### config.mk
export PLATFORM = sky130hd
export DESIGN_NAME = adc_cmd_serializer
export DESIGN_NICKNAME = d
export VERILOG_FILES = /design/src/rtl/main_adc_pkg.sv /design/src/rtl/adc_ser_tick_gen.sv /design/src/rtl/adc_cmd_serializer.sv
export SDC_FILE = /design/constraint.sdc
export NUM_CORES = 1
export LEC_CHECK = 0
export CORE_MARGIN = 4
export CORE_UTILIZATION = 55
export CTS_BUF_LIST = sky130_fd_sc_hd__clkbuf_8
export DETAILED_ROUTE_END_ITERATION = 8
export PLACE_DENSITY = 0.82
export SETUP_SLACK_MARGIN = 0.2
export SKIP_LAST_GASP = 1
export SYNTH_ARGS = -nofsm -noshare
export SYNTH_HDL_FRONTEND = slang
export SYNTH_SLANG_ARGS = --single-unit
export TNS_END_PERCENT = 50
### constraint.sdc
create_clock -name clk -period 2 [get_ports clk]
set_clock_uncertainty 0.2 [all_clocks]
set_input_delay 0.2 -clock clk [delete_from_list [all_inputs] [get_ports clk]]
set_output_delay 0.2 -clock clk [all_outputs]
set_load 0.02 [all_outputs]
### src/rtl/main_adc_pkg.sv
// rtl/main_adc_pkg.sv - shared types and defaults for the main ADC command path
package main_adc_pkg;

  typedef enum logic [1:0] {
    IDLE  = 2'd0,
    SHIFT = 2'd1,
    GAP   = 2'd2
  } ser_state_t;

  localparam int ADC_CMD_W       = 16;
  localparam int ADC_SER_CLK_DIV = 4;

endpackage

### src/rtl/adc_ser_tick_gen.sv
// rtl/adc_ser_tick_gen.sv - half-period counter, one-cycle tick every CLK_DIV cycles while enabled
module adc_ser_tick_gen #(
  parameter int CLK_DIV = 4
) (
  input  logic clk,
  input  logic rst_n,
  input  logic en_i,
  output logic tick_o
);

  localparam int CNT_W = $clog2(CLK_DIV) + 1;
  localparam logic [CNT_W-1:0] LAST = CNT_W'(CLK_DIV - 1);

  logic [CNT_W-1:0] cnt_q, cnt_d;

  // Clearing while disabled guarantees a full low phase on the first bit of every word.
  always_comb begin
    cnt_d = cnt_q;
    if (!en_i || (cnt_q == LAST)) begin
      cnt_d = '0;
    end else begin
      cnt_d = cnt_q + 1'b1;
    end
  end

  assign tick_o = en_i && (cnt_q == LAST);

  always_ff @(posedge clk) begin
    if (!rst_n) begin
      cnt_q <= '0;
    end else begin
      cnt_q <= cnt_d;
    end
  end

endmodule

### src/rtl/adc_cmd_serializer.sv
// rtl/adc_cmd_serializer.sv - parallel command word to framed MSB-first serial stream for the ADC
module adc_cmd_serializer
  import main_adc_pkg::*;
#(
  parameter int DATA_W   = ADC_CMD_W,
  parameter int CLK_DIV  = ADC_SER_CLK_DIV,
  parameter int IDLE_GAP = 2
) (
  input  logic              clk,
  input  logic              rst_n,
  input  logic [DATA_W-1:0] s_data,
  input  logic              s_valid,
  output logic              s_ready,
  output logic              ser_clk,
  output logic              ser_data,
  output logic              ser_frame,
  output logic              busy
);

  localparam int BIT_W = $clog2(DATA_W);
  localparam int GAP_W = $clog2(IDLE_GAP) + 1;
  localparam logic [BIT_W-1:0] LAST_BIT = BIT_W'(DATA_W - 1);
  localparam logic [GAP_W-1:0] LAST_GAP = GAP_W'(IDLE_GAP - 1);

  ser_state_t        state_q, state_d;
  logic [DATA_W-1:0] shreg_q, shreg_d;
  logic [BIT_W-1:0]  bit_cnt_q, bit_cnt_d;
  logic [GAP_W-1:0]  gap_cnt_q, gap_cnt_d;
  logic              ser_clk_q, ser_clk_d;
  logic              ser_data_q, ser_data_d;
  logic              ser_frame_q, ser_frame_d;
  logic              tick;
  logic              accept;
  logic              last_edge;

  adc_ser_tick_gen #(.CLK_DIV(CLK_DIV)) u_tick_gen (
    .clk    (clk),
    .rst_n  (rst_n),
    .en_i   (state_q == SHIFT),
    .tick_o (tick)
  );

  assign accept    = (state_q == IDLE) && s_valid;
  assign last_edge = tick && ser_clk_q && (bit_cnt_q == LAST_BIT);

  always_ff @(posedge clk) begin
    if (!rst_n) begin
      state_q <= IDLE;
    end else begin
      state_q <= state_d;
    end
  end

  always_comb begin
    state_d = state_q;
    case (state_q)
      IDLE:    if (accept) state_d = SHIFT;
      SHIFT:   if (last_edge) state_d = GAP;
      GAP:     if (gap_cnt_q == LAST_GAP) state_d = IDLE;
      default: state_d = IDLE;
    endcase
  end

  always_comb begin
    s_ready     = (state_q == IDLE);
    busy        = (state_q != IDLE);
    shreg_d     = shreg_q;
    bit_cnt_d   = bit_cnt_q;
    gap_cnt_d   = gap_cnt_q;
    ser_clk_d   = ser_clk_q;
    ser_data_d  = ser_data_q;
    ser_frame_d = ser_frame_q;
    case (state_q)
      IDLE: begin
        gap_cnt_d = '0;
        if (accept) begin
          shreg_d     = s_data;
          bit_cnt_d   = '0;
          ser_data_d  = s_data[DATA_W-1];
          ser_frame_d = 1'b1;
          ser_clk_d   = 1'b0;
        end
      end
      SHIFT: begin
        if (tick) begin
          if (!ser_clk_q) begin
            ser_clk_d = 1'b1;
          end else if (bit_cnt_q == LAST_BIT) begin
            ser_clk_d   = 1'b0;
            ser_data_d  = 1'b0;
            ser_frame_d = 1'b0;
          end else begin
            // Next bit goes out on the falling edge; rotate keeps it at bit DATA_W-2.
            ser_clk_d  = 1'b0;
            bit_cnt_d  = bit_cnt_q + 1'b1;
            shreg_d    = {shreg_q[DATA_W-2:0], shreg_q[DATA_W-1]};
            ser_data_d = shreg_q[DATA_W-2];
          end
        end
      end
      GAP: begin
        gap_cnt_d = gap_cnt_q + 1'b1;
      end
      default: begin
        ser_clk_d   = 1'b0;
        ser_data_d  = 1'b0;
        ser_frame_d = 1'b0;
      end
    endcase
  end

  always_ff @(posedge clk) begin
    if (!rst_n) begin
      shreg_q     <= '0;
      bit_cnt_q   <= '0;
      gap_cnt_q   <= '0;
      ser_clk_q   <= 1'b0;
      ser_data_q  <= 1'b0;
      ser_frame_q <= 1'b0;
    end else begin
      shreg_q     <= shreg_d;
      bit_cnt_q   <= bit_cnt_d;
      gap_cnt_q   <= gap_cnt_d;
      ser_clk_q   <= ser_clk_d;
      ser_data_q  <= ser_data_d;
      ser_frame_q <= ser_frame_d;
    end
  end

  assign ser_clk   = ser_clk_q;
  assign ser_data  = ser_data_q;
  assign ser_frame = ser_frame_q;

endmodule

==> impl_metrics.tcl, run 1 <==
set metrics [dict create \
    status "complete, no violations" \
    cpMaxStageDelayCell "dfxtp_2" \
    areaGrowthSynthToFinish_pct 35.9 \
    hold_path_class "flop to flop" \
    hpwlAfterDp_mm 2.34 \
    fmaxAchievable_mhz 552 \
    routed_wirelength_mm 4.32 \
    start_kind "flop" \
    drc 0 \
    ys_ff_latch 30 \
    grt_usage 0.230 \
    core_um2 2540 \
    crit_family "compound AO/OA/AOI/OAI gates" \
    cts_tree "built" \
    final-hold-violation-count 0 \
    cts_made_buffers 5 \
    hold-worst-slack_ns 0.238 \
    synthArstFlopShare 0 \
    postSynthCellCount 167 \
    power.total_mw 1.39 \
    ios 24 \
    cts.sink_count 30 \
    drive_above_1_share 0.261 \
    setup_tns_ns 0 \
    synth_cell_type_count 34 \
    crit_required_ns 1.99 \
    yosysTopAreaCell "dfxtp_1" \
    worstPathCellList "ha_4 -> ha_4 -> and4b_4 -> a21o_4 -> buf_12 -> a311oi_2" \
    syn_area_per_cell_um2 9.08 \
    power_density_nw_per_um2 675 \
    die_h_um 60.5 \
    ys_warn_count 0 \
    setup.worst_path.end_class "flop" \
    vias 1469 \
    vias_per_cell 6.41 \
    hold_start "u_tick_gen.cnt_q[0]" \
    finalCritPeriodShare 0.905 \
    synth_seq_area_share 0.396 \
    yosysTopAreaCellShare 0.396 \
    r2r-start "u_tick_gen.cnt_q[0]" \
    synth.area.top_cells "dfxtp_1 (40%), nand2_1 (9.2%), a211oi_1 (7.9%)" \
    gp_congestion 0.762 \
    synth.most_common_cell "nand2_1" \
    start_util 0.596 \
    cp_max_fo 5 \
    cpMostUsedCell "ha_4" \
    wl_per_cell_um 18.9 \
    slew_violations 0 \
    worstSetupPathType "flop to flop" \
    grt_pass1_vias 1299 \
    rsz0062_at_grt "yes" \
    layout.nets 223 \
    period_minus_slack_ns 1.81 \
    pre_cts_ws_ns 0.0872 \
    row_count 18 \
    vdd_ir_drop_max_v 0.000670 \
    ant_nets 0 \
    grt-ovfl-total 0 \
    dp.cells 218 \
    leakage_nw 0.729 \
    fp.dieW_um 60.5 \
    worstPathArrival_ns 1.80 \
    grt_start_max_net_pins 20 \
    io_buffer_count 23 \
    regToRegSetupSlack_ns 0.19 \
    setup_viol 0 \
    clkSlewWorstSetupHoldPaths_ns 0.06 \
    critical_path_buf_inv_count 1 \
    worst_pin_slew_ns 0.565 \
    syn_nets 190 \
    grt_pass1_wl_mm 6.20 \
    clk_latency_ns 0.29 \
    synth_edf_count 0 \
    clock_path_buffers 2 \
    startpoint "u_tick_gen.cnt_q[0]" \
    synth_common_cells "nand2_1 (37), dfxtp_1 (30), a211oi_1 (16)" \
    slowest_delay_ns 0.34 \
    ctsHoldBuffers 0 \
    die_area_um2 3660 \
    netlist_area_um2 1520 \
    ctsHtreeMaxLevel 2 \
    diodes 0 \
    first_iter_violations 100 \
    fin_ws_ns 0.190 \
    slew_headroom 0.623 \
    synthFlopType "dfxtp_1" \
    stdcell_count 229 \
    drtPass1Iterations 4 \
    antenna_found_initial 0 \
    root_buffer "clkbuf_8" \
    cap_viol_max_count 0 \
]
placed cells by master (no fill, tap or decap), types with 2 or more instances in the layout:
cell | Yosys | final
dfxtp_2 | 0 | 3
nand2_1 | 37 | 37
nand3_1 | 3 | 2
dfxtp_1 | 30 | 27
and2_1 | 2 | 2
clkdlybuf4s50_1 | 0 | 21
and2b_1 | 2 | 2
mux2i_1 | 2 | 2
o32a_1 | 2 | 2
a311oi_1 | 9 | 4
buf_4 | 4 | 13
a211oi_2 | 2 | 3
o21ai_0 | 5 | 5
inv_1 | 7 | 7
a311oi_2 | 7 | 12
ha_4 | 0 | 2
clkbuf_16 | 0 | 2
nor2_1 | 6 | 6
a211oi_1 | 16 | 15
a21oi_1 | 4 | 3
buf_6 | 3 | 2
clkbuf_8 | 0 | 6
worst reg2reg max path, delay by kind of cell (launching register included):
family	cells	cell delay, ns
compound gates	2	0.51
fa+ha+maj	2	0.31
buf+inv	1	0.15
flops	1	0.34
simple gates	1	0.21
through the flow:
| stage | util | instance area, um2 |
|---|---|---|
| finish | 0.810 | 2060 |
| global route | 0.810 | 2060 |
| CTS | 0.757 | 1930 |
| detailed placement | 0.702 | 1790 |
| global placement | 0.702 | 1790 |
| floorplan | - | 1520 |
logic make-up after synthesis:
group,Yosys count,share of synthesized area
adders and majority gates,4,0.0330
AOI/OAI and AO/OA,51,0.292
and+or+nand+nor,57,0.179
buffers and inverters,22,0.0809
muxes,2,0.0132
xor gates and xnor gates,1,0.00578
DFF,30,0.396
flip-flops by register name, summed over array words and instances, names as in the netlist:
signal	cells
shreg_q	16
u_tick_gen.cnt_q	3
gap_cnt_q	2
bit_cnt_q	4
ser_data	1
ser_clk	1
ser_frame	1
state_q	2
layer usage:
layer | wire length (um) | GRT usage
met5 | 0 | 0
met4 | 80 | 0.0619
met3 | 302 | 0.0702
met2 | 2140 | 0.375
met1 | 1800 | 0.298
final timing paths:
check	endpoint	depth (start not counted)
worst max-delay path	bit_cnt_q[3]	6
worst min-delay path	u_tick_gen.cnt_q[0]	1
worst max register to register	bit_cnt_q[3]	6
worst min register to register	u_tick_gen.cnt_q[0]	1
power by group:
part           switching, mW  internal [mW]
Combinational          0.121          0.128
Sequential            0.0253          0.631
Clock                  0.221          0.265
Total                  0.367           1.02
layout make-up:
class	count	area, um2
Sequential cell	30	604
Multi-Input combinational cell	115	891
Tap cell	30	37.5
Timing Repair Buffer	41	419
Inverter	7	26.3
Clock buffer	6	82.6
Fill cell	159	484
repair_timing:
item / in CTS / in global routing
pin swaps: 1 / 6
setup buffers: 0 / 3
gates cloned: 0 / 2
resized for setup: 15 / 13
setup endpoints to repair: 23 / 22
No activity file was read; power rests on OpenSTA's default activity.
==> run 2: changes to the inputs <==
--- a/config.mk
+++ b/config.mk
@@ -5,11 +5,14 @@
 export SDC_FILE = /design/constraint.sdc
 export NUM_CORES = 1
 export LEC_CHECK = 0
+export ABC_CLOCK_PERIOD_IN_PS = 2000
+export CELL_PAD_IN_SITES_DETAIL_PLACEMENT = 1
+export CELL_PAD_IN_SITES_GLOBAL_PLACEMENT = 2
 export CORE_MARGIN = 4
-export CORE_UTILIZATION = 55
+export CORE_UTILIZATION = 33
 export CTS_BUF_LIST = sky130_fd_sc_hd__clkbuf_8
 export DETAILED_ROUTE_END_ITERATION = 8
-export PLACE_DENSITY = 0.82
+export PLACE_DENSITY_LB_ADDON = 0.1
 export SETUP_SLACK_MARGIN = 0.2
 export SKIP_LAST_GASP = 1
 export SYNTH_ARGS = -nofsm -noshare
==> run 2 against run 1 <==
Net effect: clock power is 4.1% higher; register-to-register slack hardly changed; sequential share of layout area shrank 0.99 points; largest cell class unchanged; sequential cell count unchanged; die area increased by 57%; critical path type unchanged.
==> impl_metrics.tcl, run 2 (synthesis gave the netlist of run 1 again) <==
set metrics [dict create \
    areaGrowthSynthToFinish_pct 40.3 \
    worst_pin_slew_ns 0.331 \
    worstPathArrival_ns 1.80 \
    r2r-start "u_tick_gen.cnt_q[0]" \
    vdd_ir_drop_max_v 0.000416 \
    largest-register "shreg_q" \
    grt_start_max_net_pins 20 \
    fin_ws_ns 0.178 \
    drc 0 \
    final-hold-violation-count 0 \
    final_common_cell "nand2_1" \
    cap_viol_max_count 0 \
    cpMostUsedCell "ha_4" \
    worstSetupPathType "flop to flop" \
    grt_pass1_vias 1397 \
    regToRegSetupSlack_ns 0.18 \
    routed_wirelength_mm 4.47 \
    start_kind "flop" \
    fmaxAchievable_mhz 549 \
    hold_start "shreg_q[3]" \
    ant_nets 0 \
    drive_above_1_share 0.261 \
    die_h_um 75.8 \
    clkSlewWorstSetupHoldPaths_ns 0.07 \
    clock_path_buffers 2 \
    whs_endpoint "shreg_q[4]" \
    leakage_nw 0.756 \
    regArea_um2 603 \
    power.total_mw 1.42 \
    gp_congestion 0.788 \
    multi_input_area_um2 895 \
    diodes 0 \
    grt_pass1_wl_mm 7.11 \
    largest_registers "shreg_q (16), bit_cnt_q (4), u_tick_gen.cnt_q (3)" \
    final_cell_mix "nand2_1 (37), dfxtp_1 (28), clkdlybuf4s50_1 (21)" \
    layout.nets 225 \
    die_area_um2 5740 \
    whs_path_depth 2 \
    drtPass1Iterations 4 \
    root_buffer "clkbuf_8" \
    first_iter_violations 102 \
    start_util 0.344 \
    slowest_delay_ns 0.34 \
    crit_family "compound AO/OA/AOI/OAI gates" \
    regToRegEndpoint "shreg_q[12]" \
    cp_max_fo 5 \
    setup_tns_ns 0 \
    hold_path_class "flop to flop" \
    core_um2 4410 \
    power_density_nw_per_um2 668 \
    vias_per_cell 5.44 \
    critical_path_buf_inv_count 1 \
    cts.sink_count 30 \
    finalCritPeriodShare 0.911 \
    rsz0062_at_grt "yes" \
    io_buffer_count 23 \
    antenna_found_initial 0 \
    setup.worst_path.end_class "flop" \
    clk_latency_ns 0.28 \
    ctsHtreeMaxLevel 2 \
    status "complete, no violations" \
    fp.dieW_um 75.8 \
    pre_cts_ws_ns 0.126 \
    grt-ovfl-total 0 \
    largest_reg_flops 16 \
    row_count 24 \
    setup_viol 0 \
    grt_usage 0.170 \
    cts_tree "built" \
    wl_per_cell_um 17.5 \
    vias 1387 \
    r2r_cells 6 \
    worstPathCellList "ha_4 -> ha_4 -> and4b_4 -> a21o_4 -> buf_12 -> a311oi_4" \
    final_util 0.482 \
    slew_headroom 0.780 \
    hold-worst-slack_ns 0.292 \
    fillers 500 \
    hpwlAfterDp_mm 2.89 \
    cts_made_buffers 5 \
    slew_violations 0 \
    period_minus_slack_ns 1.82 \
    cpMaxStageDelayCell "dfxtp_2" \
    crit_required_ns 1.98 \
    ios 24 \
]
## run 2: timing repair
action / 4_1_cts / 5_1_grt
resized for setup: 15 / 7
endpoints found under the hold margin: 0 / 0
setup endpoints to repair: 18 / 23
hold buffers: 0 / 0
gates cloned: 2 / 1
buffers inserted: 3 / 0
pin swaps: 4 / 8
## run 2: cell type report
cell class,instances,area share
Timing Repair Buffer,43,0.210
Clock buffer,6,0.0388
Sequential cell,30,0.283
Clock inverter,2,0.00412
Tap cell,52,0.0306
Inverter,7,0.0123
Multi-Input combinational cell,115,0.420
## run 2: routing by layer
metal | global-route usage | routed length [um] | vias to the layer above | share of wire
li1 | - | - | 681 | -
met1 | 0.222 | 2110 | 678 | 0.47
met2 | 0.272 | 2140 | 20 | 0.48
met3 | 0.0369 | 144 | 8 | 0.032
met4 | 0.0641 | 68 | 0 | 0.015
met5 | 0 | 0 | - | 0
## run 2: worst max-delay path by stage
| stage | start | end | cells past startpoint |
|---|---|---|---|
| final | u_tick_gen.cnt_q[0] | shreg_q[12] | 6 |
| after global routing | u_tick_gen.cnt_q[0] | shreg_q[1] | 6 |
| after CTS | u_tick_gen.cnt_q[0] | shreg_q[0] | 6 |
| after detailed placement | s_valid | shreg_q[12] | 5 |
| after global placement | u_tick_gen.cnt_q[0] | bit_cnt_q[3] | 6 |
| after floorplan | u_tick_gen.cnt_q[0] | shreg_q[0] | 7 |
## run 2: tightest hold or removal path, stage by stage, from the launching register on
cell      delay [ns]
dfxtp_1         0.31
nand2_1         0.05
a311oi_1        0.07
## run 2: metrics by stage
stage | cells | area, um2
floorplan | 167 | 1520
global placement | 241 | 1830
detailed placement | 241 | 1830
CTS | 254 | 2080
global route | 255 | 2130
finish | 255 | 2130
## run 2: report_power, final
| part | internal, mW | switching [mW] |
|---|---|---|
| sequential | 0.631 | 0.0244 |
| combinational | 0.135 | 0.126 |
| clock | 0.272 | 0.232 |
| total | 1.04 | 0.382 |
==> variant 1 (config.mk and constraints of run 2) <==
The 3 states of `ser_state_t` get a one-hot encoding in 3 bits.
--- a/src/rtl/main_adc_pkg.sv
+++ b/src/rtl/main_adc_pkg.sv
@@ -2,8 +2,8 @@
 package main_adc_pkg;
 
-  typedef enum logic [1:0] {
-    IDLE  = 2'd0,
-    SHIFT = 2'd1,
-    GAP   = 2'd2
+  typedef enum logic [2:0] {
+    IDLE  = 3'b001,
+    SHIFT = 3'b010,
+    GAP   = 3'b100
   } ser_state_t;
 
Behaviour: same outputs for any inputs over 10 cycles, from zero or initial values and one cycle with rst_n low; not proved beyond that.
==> variant 1 against run 2 <==
- routed wire length is 6.2% lower
- final area is 1.8% higher
- worst hold slack worse by 0.058 ns
- count of clock-buffer cells in the layout is 1 lower
- sequential cell count is 1 higher
- critical path depth is 1 higher
- setup slack worse by 0.0011 ns
- final cell count is 7.1% higher
- synthesized area is 7.9% higher
- power is 28% higher
- non-clock buffer count is 7 lower
==> variant 1: results (changes against run 2) <==
* Placed Cells at 262 (+8.7%)
* H-tree depth at 2 (unchanged)
* Initial antenna violation count at 0 (unchanged)
* CP max stage delay at 0.35 ns
* R2R depth at 7 (+1)
* Slew HR at 0.722 (-0.0579)
* Nets at 228 (+1.3%)
* Critical path fanouts, max at 5 (unchanged)
* Lkg Pwr at 0.849 nW (+12%)
* Ys async rst share at 0 (unchanged)
* Top cells by area, synth: dfxtp_1 (38%), mux2i_1 (9.2%), nand2_1 (7.3%), mux2_2 (5.5%), o211ai_1 (3.7%)
* Post-DP HPWL at 2920 um (+0.90%)
* Final Instance Count excl. Fillers at 273 (+7.1%)
* DRT iter0 DRCs at 77 (-25%)
* Pin count of the biggest net entering global routing at 35 (+75%)
* Hold_sp: u_tick_gen.cnt_q[0]
* Most common library cells after synthesis: nand2_1 (32), dfxtp_1 (31), mux2i_1 (15), a21oi_1 (9)
* Outcome: finished clean
* Syn Inst Count at 176 (+5.4%)
* Number of CTS-inserted buffers at 5 (unchanged)
* Worst R2R End: ser_data
* Number of global-route vias before repair at 1,471 (+5.3%)
* Worst Hold End: u_tick_gen.cnt_q[0]
* I/O Buffers at 23 (unchanged)
* Sequential share of the synthesized area at 0.379 (-0.0168)
* Post-synthesis cell type count at 41 (+21%)
* VDD IR-drop max at 0.412 mV (-1.0%)
* Overall Global Routing Usage at 0.149 (-0.0212)
* Largest regs: shreg_q: 16 flops, bit_cnt_q: 4 flops
* Syn Nets at 199 (+4.7%)
* Switching power at 0.000468 W (+22%)
* First-pass GRT wire length at 7110 um (about the same)
* Antenna cell count at 0 (unchanged)
* Routed via count at 1,393 (+0.43%)
* Hold slack at 0.234 ns (-0.0582 ns)
* Router iterations before antenna repair at 4 (unchanged)
* Root Buffer: clkbuf_8
* Wirelength, routed at 4190 um (-6.2%)
* Clock buffer depth at 2 (unchanged)
* Worst skew pair latency at 0.28 ns (about the same)
* Hold path depth at 1 (-1)
* Top_reg_cell synth: dfxtp_1
* Tightest Hold Check Type: reg2reg
* Place WS at 0.0687 ns (-0.0573 ns)
* Layout cells sized above 1 at 0.238 (-0.0232)
* Routability-driven placement congestion ratio at 0.766 (-2.7%)
* Slowest-stage cell, CP: dfxtp_4
[variant 1: changes by cell type after synthesis, moves of 5 or more]
cell             run 2  this run
a211oi_1            16         1
mux2_2               0         8
o41ai_1              0         6
nand2_1             37        32
nor3b_1              0         5
mux2i_1              2        15
a21oi_1              4         9
a311oi_1             9         0
a311oi_2             7         0
o211ai_1             1         8
[variant 1: timing repair]
action                     CTS  global route
buffers inserted             2             0
setup endpoints to repair   21            25
cloned                       0             1
resized for setup            7            11
pin swaps                    5             1
[variant 1: layout make-up]
class                           instances  area (sq um)
Multi-Input combinational cell        125           957
Clock buffer                            5          68.8
Timing Repair Buffer                   36           343
Inverter                                6          22.5
Tap cell                               67          83.8
Sequential cell                        31           628
Clock inverter                          3          63.8
Fill cell                             550          2590
[variant 1: routing by layer]
layer	track usage	up-vias	wire [um]
li1	-	690	-
met4	0.0699	0	66
met5	0	-	0
met3	0.0367	8	144
met1	0.169	674	1870
met2	0.259	21	2110
[variant 1: worst max-delay path by stage]
stage / start / end / slack (ns) / cells past startpoint
global placement: u_tick_gen.cnt_q[0] / bit_cnt_q[3] / 0.15 / 6
global route: u_tick_gen.cnt_q[0] / ser_frame / 0.11 / 7
finish: u_tick_gen.cnt_q[0] / ser_data / 0.18 / 7
CTS: state_q[0] / shreg_q[15] / 0.19 / 5
floorplan: u_tick_gen.cnt_q[1] / bit_cnt_q[3] / 0.18 / 6
detailed placement: u_tick_gen.cnt_q[0] / bit_cnt_q[3] / 0.07 / 6
[variant 1: power groups by stage]
stage          clock, W  combinational (W)  sequential, W
5_1_grt        0.000788           0.000427       0.000706
3_5_place_dp          0           0.000377       0.000713
3_3_place_gp          0           0.000361       0.000713
2_1_floorplan         0           0.000252       0.000706
4_1_cts        0.000757           0.000378       0.000699
6_report       0.000736           0.000391       0.000699
[variant 1: kinds of logic (layout without fill, tap and decap cells)]
family / after synthesis / in the layout / synth area share
AND/OR/NAND/NOR: 58 / 58 / 0.177
AO/OA/AOI/OAI: 38 / 38 / 0.180
flip-flops: 31 / 31 / 0.379
multiplexers: 24 / 24 / 0.156
buffers and inverters: 20 / 50 / 0.0726
adder cells (fa/ha/maj): 4 / 4 / 0.0306
XOR/XNOR: 1 / 1 / 0.00535
[variant 1: per-stage QoR]
stage	utilization	total power (W)	cell area, sq um
after global routing	0.456	0.00192	2170
after floorplan	-	0.000958	1670
final	0.456	0.00183	2170
after CTS	0.448	0.00183	2130
after detailed placement	0.414	0.00109	1970
after global placement	0.414	0.00107	1970
==> variant 2 (config.mk and constraints of run 2) <==
Made on the original files. `ADC_SER_CLK_DIV`: 4 -> 8.
--- a/src/rtl/main_adc_pkg.sv
+++ b/src/rtl/main_adc_pkg.sv
@@ -9,5 +9,5 @@
 
   localparam int ADC_CMD_W       = 16;
-  localparam int ADC_SER_CLK_DIV = 4;
+  localparam int ADC_SER_CLK_DIV = 8;
 
 endpackage
Behaviour: not the same (a bounded check fails within 10 cycles, from zero or initial values and one cycle with rst_n low).
==> variant 2 against run 2 <==
- the flow now finishes with violations (negative setup slack)
- utilization rose by 1.5 points
- synthesized cell count increased by 1.8%
- die area fell by 4.3%
- critical path type unchanged
- routed wire length is 15% lower
- setup slack worse by 0.18 ns
- maximum frequency is 8.9% lower
- power up 3.9%
- synthesized area is 4.8% lower
- final area fell by 3.8%
- global-route usage is 2.6 points lower
- critical endpoint is now bit_cnt_q[3]
- sequential cell count grew 1
==> variant 2: results (changes against run 2) <==
* First-pass GRT wire length at 6080 um (-15%)
* Routability-driven placement congestion ratio at 0.690 (-12%)
* Pin count of the biggest net entering global routing at 24 (+20%)
* Top delay family on crit path: flip-flops
* Setup violators final at 1 (+1)
* Outcome: finished with violations
* Post-synthesis cell type count at 32 (-5.9%)
* Post-DP HPWL at 2480 um (-14%)
* VDD IR-drop max at 0.363 mV (-13%)
* Critical path fanouts, max at 4 (-1)
* Failing checks: negative setup slack
* Worst-path clk slew at 0.07 ns (about the same)
* Number of global-route vias before repair at 1,322 (-5.4%)
* Routed via count at 1,358 (-2.1%)
* Lkg Pwr at 0.792 nW (+4.8%)
* Slowest-stage cell, CP: dfxtp_1
* DRT iter0 DRCs at 79 (-23%)
* Hold slack at 0.283 ns (-0.00876 ns)
* Largest regs: shreg_q: 16 flops, bit_cnt_q: 4 flops, u_tick_gen.cnt_q: 4 flops
* Ys async rst share at 0 (unchanged)
* FILL cells at 489 (-2.2%)
* Top cells by area, synth: dfxtp_1 (43%), a311oi_2 (10%), nand2_1 (8.1%), nor2_1 (8.1%), a21oi_1 (3.5%)
* Initial antenna violation count at 0 (unchanged)
* Nets at 239 (+6.2%)
* Worst Max-Slew Pin Slew at 0.330 ns (-0.000358 ns)
* Met2 wire len at 1820 um (-15%)
* WP data arrival at 1.97 ns (+0.17 ns)
* Top layer in use: met4
* Sequential share of the synthesized area at 0.430 (+0.0338)
* DRT met1 WL at 1810 um (-14%)
* Fin Setup TNS at -0.00137 ns (-0.00137 ns)
* Setup ws final at -0.00137 ns (-0.179 ns)
* Area Overhead vs Synth at 41.8%
* H-tree depth at 2 (unchanged)
* Top_reg_cell synth: dfxtp_1
* Met3 WL at 115 um (-20%)
* Syn Nets at 192 (+1.1%)
* Layout cells sized above 1 at 0.267 (+0.00620)
* Place WS at -0.0276 ns (-0.154 ns)
* Wirelength, routed at 3800 um (-15%)
* Overall Global Routing Usage at 0.144 (-0.0258)
* Most common library cells after synthesis: dfxtp_1 (31), nand2_1 (31), nor2_1 (31), a21oi_1 (10), a311oi_2 (10)
==> variant 2: changes by cell type after synthesis, sizes merged, moves of 3 or more <==
| cell | run 2 | this run |
|---|---|---|
| a21oi | 4 | 10 |
| nand2 | 37 | 31 |
| nor2 | 6 | 31 |
| a211oi | 18 | 2 |
| buf | 9 | 6 |
| nand2b | 1 | 5 |
==> variant 2: report_power, final <==
group / internal [W] / switching, W / leakage (nW)
Clock: 0.000270 / 0.000229 / 0.0470
Combinational: 0.000156 / 0.000139 / 0.489
Sequential: 0.000658 / 0.0000242 / 0.256
==> variant 2: worst min-delay path: stages, from the launching register on <==
cell	delay [ns]
dfxtp_1	0.31
nand2_1	0.05
a311oi_1	0.07
==> variant 2: cell families after synthesis <==
kind of cell | after synthesis | share of synthesized area
AO/OA/AOI/OAI | 33 | 0.211
AND/OR/NAND/NOR | 80 | 0.239
multiplexers | 2 | 0.0156
adder cells (fa/ha/maj) | 3 | 0.0260
XOR/XNOR | 3 | 0.0182
flip-flops | 31 | 0.430
buffers and inverters | 18 | 0.0598
==> variant 2: layer usage <==
metal,up-vias,track usage
li1,677,-
met1,657,0.190
met2,17,0.228
met3,7,0.0419
met4,0,0.0423
met5,-,0
==> variant 2: path summary, 6_finish.rpt <==
path                      from           end  depth (start not counted)
hold reg to reg     shreg_q[3]    shreg_q[4]                          2
setup / recovery  bit_cnt_q[0]  bit_cnt_q[3]                          6
setup reg to reg  bit_cnt_q[0]  bit_cnt_q[3]                          6
hold / removal      shreg_q[3]    shreg_q[4]                          2
==> variant 2: repair_timing <==
item / CTS / global route
pin swaps: 1 / 5
setup endpoints to repair: 23 / 22
gates cloned: 0 / 1
gates resized for setup: 5 / 10
setup buffers: 11 / 4
==> variant 2: layout make-up <==
type | instances | area, sq um | share of cell area
clock buffers | 6 | 82.6 | 0.0403
clock inverters | 1 | 5.00 | 0.00244
inverters | 7 | 26.3 | 0.0128
multi-input cells | 121 | 783 | 0.383
flip-flops and latches | 31 | 624 | 0.305
well taps | 50 | 62.6 | 0.0306
repair buffers | 51 | 463 | 0.226
==> variant 2: through the flow <==
stage	utilization	cell area, sq um	instances
2_1_floorplan	-	1460	170
3_3_place_gp	0.436	1800	244
3_5_place_dp	0.436	1800	244
4_1_cts	0.479	1970	262
5_1_grt	0.497	2050	267
6_report	0.497	2050	267
